==> src/rtl/router_fifo.sv <==
// rtl/router_fifo.sv - per-port output buffer of the 1x3 router with header-tagged packet drain
//
// Ports:
//   clk, rstn       clock and asynchronous active-low reset
//   soft_rst        synchronous clear (pointers, packet counter, data_out)
//   write_en        write strobe for this port
//   read_en         read strobe from the destination
//   lfd_state       marks the byte on data_in as a packet header
//   data_in         byte to store
//   full, empty     occupancy flags, combinational from the registered pointers
//   data_out        registered read data, forced to zero once a packet is drained

module router_fifo #(
    parameter int WIDTH = 8,
    parameter int DEPTH = 16,
    parameter int AW    = 4
) (
    input  logic             clk,
    input  logic             rstn,
    input  logic             soft_rst,
    input  logic             write_en,
    input  logic             read_en,
    input  logic             lfd_state,
    input  logic [WIDTH-1:0] data_in,
    output logic             full,
    output logic             empty,
    output logic [WIDTH-1:0] data_out
);

    // Each entry is {hdr_flag, byte}.
    logic [WIDTH:0] mem [DEPTH];

    // One extra MSB on each pointer distinguishes full from empty.
    logic [AW:0]    wr_ptr;
    logic [AW:0]    rd_ptr;
    logic [6:0]     pkt_cnt;

    logic           do_wr;
    logic           do_rd;
    logic [WIDTH:0] rd_entry;
    logic           rd_hdr;
    logic [6:0]     hdr_len;

    assign empty    = (wr_ptr == rd_ptr);
    assign full     = (wr_ptr == {~rd_ptr[AW], rd_ptr[AW-1:0]});

    // Flags are taken from pre-edge pointers, so a read at full frees a slot
    // only for the next edge and a write at empty is visible only next edge.
    assign do_wr    = write_en && !full;
    assign do_rd    = read_en && !empty;

    assign rd_entry = mem[rd_ptr[AW-1:0]];
    assign rd_hdr   = rd_entry[WIDTH];

    // Header bits [7:2] carry the payload length; one more covers the parity byte.
    assign hdr_len  = {1'b0, rd_entry[7:2]} + 7'd1;

    // Storage carries no reset; soft_rst only blocks the write in its own edge.
    always_ff @(posedge clk) begin
        if (do_wr && !soft_rst) begin
            mem[wr_ptr[AW-1:0]] <= {lfd_state, data_in};
        end
    end

    always_ff @(posedge clk or negedge rstn) begin
        if (!rstn) begin
            wr_ptr <= '0;
            rd_ptr <= '0;
        end else if (soft_rst) begin
            wr_ptr <= '0;
            rd_ptr <= '0;
        end else begin
            if (do_wr) begin
                wr_ptr <= wr_ptr + 1'b1;
            end
            if (do_rd) begin
                rd_ptr <= rd_ptr + 1'b1;
            end
        end
    end

    always_ff @(posedge clk or negedge rstn) begin
        if (!rstn) begin
            pkt_cnt <= '0;
        end else if (soft_rst) begin
            pkt_cnt <= '0;
        end else if (do_rd) begin
            if (rd_hdr) begin
                pkt_cnt <= hdr_len;
            end else if (pkt_cnt != 7'd0) begin
                pkt_cnt <= pkt_cnt - 7'd1;
            end
        end
    end

    // A read always wins; with no read, an exhausted packet count clears the bus.
    always_ff @(posedge clk or negedge rstn) begin
        if (!rstn) begin
            data_out <= '0;
        end else if (soft_rst) begin
            data_out <= '0;
        end else if (do_rd) begin
            data_out <= rd_entry[WIDTH-1:0];
        end else if (pkt_cnt == 7'd0) begin
            data_out <= '0;
        end
    end

endmodule

==> config.mk <==
export PLATFORM = sky130hd
export DESIGN_NAME = router_fifo
export DESIGN_NICKNAME = d
export VERILOG_FILES = /design/src/rtl/router_fifo.sv
export SDC_FILE = /design/constraint.sdc
export NUM_CORES = 1
export LEC_CHECK = 0
export ABC_AREA = 1
export BUFFER_PORTS_ARGS = -buffer_cell sky130_fd_sc_hd__buf_4
export CAP_MARGIN = 25
export CORE_MARGIN = 3
export CORE_UTILIZATION = 44
export DETAILED_ROUTE_END_ITERATION = 16
export GPL_ROUTABILITY_DRIVEN = 1
export HOLD_SLACK_MARGIN = 0.02
export PLACE_DENSITY = 0.64
export SETUP_SLACK_MARGIN = 0.2
export SLEW_MARGIN = 20
export SYNTH_ARGS = -nofsm -noshare
export SYNTH_HDL_FRONTEND = slang
export SYNTH_SLANG_ARGS = --single-unit
==> constraint.sdc <==
create_clock -name clk -period 3.6 [get_ports clk]
set_input_delay 0.18 -clock clk [delete_from_list [all_inputs] [get_ports clk]]
set_output_delay 0.18 -clock clk [all_outputs]
set_load 0.05 [all_outputs]
# Yosys cells after proc, flatten, opt, wreduce, memory -nomap -nowiden
# Memories as Yosys holds them, arrays and structs flattened.
# Cells that the tools add are included.
# W data, S select, Z words.
op_classes:
  n_eq_ne: 2
  addsub: 4
  n_bitwise: 1
  reduce_logical: 13
  mux: 13
op_table:
  columns: ["cell", "count"]
  rows:
  - ["$mux W7", 4]
  - ["$mux W8", 3]
  - ["$mux W5", 4]
  - ["$add A5 B1 Y5 const B", 2]
  - ["$eq A5 B5 Y1", 2]
  - ["$add A6 B1 Y7 const B", 1]
  - ["$logic_not A7 Y1", 1]
  - ["$reduce_bool A7 Y1", 1]
  - ["$sub A7 B1 Y7 const B", 1]
  - ["$reduce_bool A3 Y1", 2]
  - ["$reduce_bool A2 Y1", 2]
  - ["$logic_and A1 B1 Y1", 3]
  - ["$logic_not A1 Y1", 3]
  - ["$mux W1", 2]
  - ["$reduce_and A2 Y1", 1]
  - ["$not A1 Y1", 1]
word_totals:
  output_inout_bits: 10
  register_bits: 25
  mem_count: 1
  elab_cells: 38
  ramBits: 144
memory_table:
  columns: ["memory", "words", "word_bits", "read_ports", "rd_ports_with_merged_regs", "wr", "line", "text"]
  rows:
  - ["mem", 16, 9, 1, 0, 1, "31", "logic [WIDTH:0] mem [DEPTH];"]

# Logic depth before layout (Yosys ltp)
logic_depth:
  depth_word: 7
  ltp_mapped: 17
  depth_no_buf: 15

# Least setup slack after synthesis
# Ideal clock, no wire load.
synth_timing:
  path_kind: "register to register"
  startpoint: "register rd_ptr[0]"
  endpoint: "memory mem[11][0] in the netlist's numbering (enable)"
  synth_period_minus_slack_ns: 2.205
  slack_ns: 1.395
  path_stages_with_launch: 10
  arrival_ns: 1.818
  setup_ns: 0.387
  path_cell_list: "dfrtp_1 buf_6 xor2_1 nor2_2 nand2_1 or2_1 nand2_2 inv_2 nand2_2 nor3_1"
synth_between:
  elab_chain_cells: 6
synth_lines:
  columns: ["item", "line", "text"]
  rows:
  - ["start: declaration", "35", "logic [AW:0] rd_ptr;"]
  - ["start signal: assignment", "77", "rd_ptr <= rd_ptr + 1'b1;"]
  - ["$eq A5 B5 Y1", "45", "assign full = (wr_ptr == {~rd_ptr[AW], rd_ptr[AW-1:0]});"]
  - ["$logic_not A1 Y1", "49", "assign do_wr = write_en && !full;"]
  - ["$logic_and A1 B1 Y1", "49", null]
  - ["$logic_and A1 B1 Y1", "60", "if (do_wr && !soft_rst) begin"]
  - ["$mux W1", "60", null]
  - ["$mux W1 (not written as such)", "61", "mem[wr_ptr[AW-1:0]] <= {lfd_state, data_in};"]
  - ["end: declaration", "31", null]
# No other way between the ends.

# Worst setup path in the final report
layout_timing:
  startpoint: "register rd_ptr[2]"
  endpoint: "memory mem[0][4] in the netlist's numbering (enable)"
# The elaborated chain is that of the path after synthesis.

==> impl_metrics.csv <==
group,metric,value,unit
status,status,"finished, final reports clean",
routing,drcViolationCount,0,
setup_path,crit_buf_inv,1,
sta,max_freq,385.6,MHz
setup_path,setup.worst_path.end_class,"register",
pwr,p_leak,3.472,nW
sta,maxSlewHeadroom,0.3316,
synth,postSynthNetCount,742,
routing,drt_iter0_markers,537,
synth,async_flop_share,0.1479,
clock_network,cts_max_path_buffers,2,
clock_network,post_cts_resized,0,
min_path,hold_path_class,"primary input to register",
setup_path,slowest_delay,0.78,ns
synth,synth_top_area_share,0.5723,
synth,dominantRegCellSynth,"edfxtp_1",
grt,grt_pass1_vias,5024,
sta,rsz0062_at_grt,"false",
setup_path,arrival,2.64,ns
setup_path,cp_top_family,"simple AND/OR/NAND/NOR gates",
synth,ys_types,39,
synth,syn_area,0.007556,mm²
die,pin_count,24,
sta,final.setup.tns,0,ns
die,die_w,137.0,µm
synth,seq_area_frac_synth,0.6551,
run,drv_cap,0,
grt,antenna_found_initial,0,
synth,synth.top_cells.by_count,"nand2_1 (205), edfxtp_1 (144), inv_1 (69)",
grt,grt_pass1_wl,27230,µm
clock_network,post_cts_buffers,0,
sta,hold_viol_final,0,
die,die_h,137.0,µm
sta,min_period,2.593,ns
synth,synth_top_area_cell,"edfxtp_1",
clock_network,cts_buffers,17,
synth,ys_top_cells_by_area,"edfxtp_1 (57%), nand2_1 (10%), dfrtp_1 (8.3%)",
setup_path,critPathMaxFanout,15,
grt,overflow,0,
clock_network,clk_pin_slew_worst_paths,0.07,ns
sta,final-setup-viol-count,0,
grt,grt_max_degree,75,
routing,vias,5057,
routing,postRouteAntennaNets,0,
synth,synthCells,720,
placement,dp_hpwl,10630,µm
synth,synth_warnings,0,
clock_network,ctsHoldBuffers,1,
sta,drv_slew,0,
clock_network,clk_latency,0.43,ns
layout,drive_gt1_frac,0.1298,
synth,syn_area_per_cell,10.49,µm²
die,die_area,0.01878,mm²
clock_network,clock_sinks,169,
setup_path,worstPathRequired,3.65,ns
sta,skew,0.007788,ns
grt,track_usage,0.1928,
placement,io_buffer_count,23,
clock_network,cts_tree,"built",
synth,yosys_register_bits,169,
routing,first_pass_iters,5,
synth,synth_enable_flop_cells,144,
pwr,ir_drop,0.3710,mV
setup_path,slowest_stage,"nor2_1",
die,initial_core_util,0.4524,
placement,gp_congestion,0.9082,
die,coreArea,0.01670,mm²
clock_network,cts-root-buf,"clkbuf_16",
die,row_count,47,
routing,routed_via_density,5.144,
clock_network,ctsHtreeMaxLevel,4,
layout,fin_nets,772,
synth,synth_most_common_cell,"nand2_1",
setup_path,start_kind,"register",
sta,fin_crit_sh,0.7203,
sta,worst_slew_pin_slew,0.9989,ns
layout,fin_util,0.5104,
setup_path,crit_type,"register to register",
routing,wirelength,16850,µm
pwr,p_per_area,581.5,mW/mm²
layout,syn_to_final_growth,12.82,%
layout,diodes,0,
setup_path,worstPathCellList,"buf_4 > xor2_1 > nor2_1 > nand2_1 > or2_1 > nand2_2 > nor2_2 > nand2_1 > nor2_1",
routing,avgRoutedWirePerCell,17.14,µm
## routing by layer
layer | global-route usage | vias to the layer above | wire length [µm]
met5 | 0 | - | 0
met3 | 0.04375 | 29 | 933
met2 | 0.3068 | 162 | 8135
met1 | 0.2605 | 2407 | 7429
met4 | 0.06984 | 0 | 354
li1 | - | 2459 | -
## kinds of logic after synthesis
kind of cell	Yosys count	share of synthesized area
AO/OA/AOI/OAI	85	0.06359
XOR/XNOR	9	0.01043
adder cells (fa/ha/maj)	8	0.01325
buffers and inverters	109	0.06905
flip-flops	169	0.6551
AND/OR/NAND/NOR	340	0.1886
## power by group
group	leakage (nW)	internal, mW	total [mW]	switching [mW]
sequential	1.64	2.18	2.22	0.0373
combinational	1.55	0.277	0.886	0.609
clock	0.281	1.09	1.85	0.759
## layout make-up
| type | instances | area [µm²] |
|---|---|---|
| clock buffer | 18 | 429.2 |
| clock inverter | 14 | 172.7 |
| fill | 1503 | 8177 |
| inverter | 81 | 304.0 |
| multi-input combinational | 442 | 2085 |
| sequential | 169 | 4951 |
| tap | 220 | 275.3 |
| timing repair buffer | 39 | 307.8 |
## cell usage in the layout, fill, tap and decap left out, drive strengths merged, types with 2 or more instances in the layout
cell type    n
xor2         5
a221oi       2
xnor2        4
dfrtp       25
a22oi        3
nor2        59
a32o         3
o211ai       2
a21oi       22
o22ai        6
clkinv       6
nor3         7
clkinvlp     4
o21ai       44
nand3       55
bufinv       3
edfxtp     144
or2          3
clkbuf      18
nand2      213
inv         82
ha           8
buf         38
## worst register-to-register path: stages (launching register included)
cell and delay (ns):
dfrtp_1 0.36, buf_4 0.20, xor2_1 0.17, nor2_1 0.09, nand2_1 0.06, or2_1 0.12, nand2_2 0.09, nor2_2 0.19
nand2_1 0.16, nor2_1 0.78
## state kept, by name, indices dropped and copies added (netlist names)
register,count
data_out,8
pkt_cnt,7
mem,144
wr_ptr,5
rd_ptr,5
## final timing paths
check	from	end	slack [ns]	cells after the start
max	rd_ptr[2]	mem[0][4]	1.01	9
min	data_in[5]	mem[3][5]	0.06	1
max reg2reg	rd_ptr[2]	mem[0][4]	1.01	9
min reg2reg	pkt_cnt[0]	pkt_cnt[0]	0.50	2
max in group asynchronous	rstn	rd_ptr[0]	3.15	2
min in group asynchronous	rstn	wr_ptr[0]	0.18	2
## metrics by stage
stage	hold slack [ns]	cells	setup slack [ns]	total power [mW]	instance area, µm²
global route	0.06837	983	0.8031	5.186	8524
finish	0.05893	983	1.007	4.957	8524
global placement	0.09859	950	1.075	3.129	7913
floorplan	-0.1156	720	1.396	2.943	7556
detailed placement	0.09983	950	1.033	3.139	7913
CTS	0.05169	983	0.9920	4.986	8524
(Power assumes the default switching activity.)
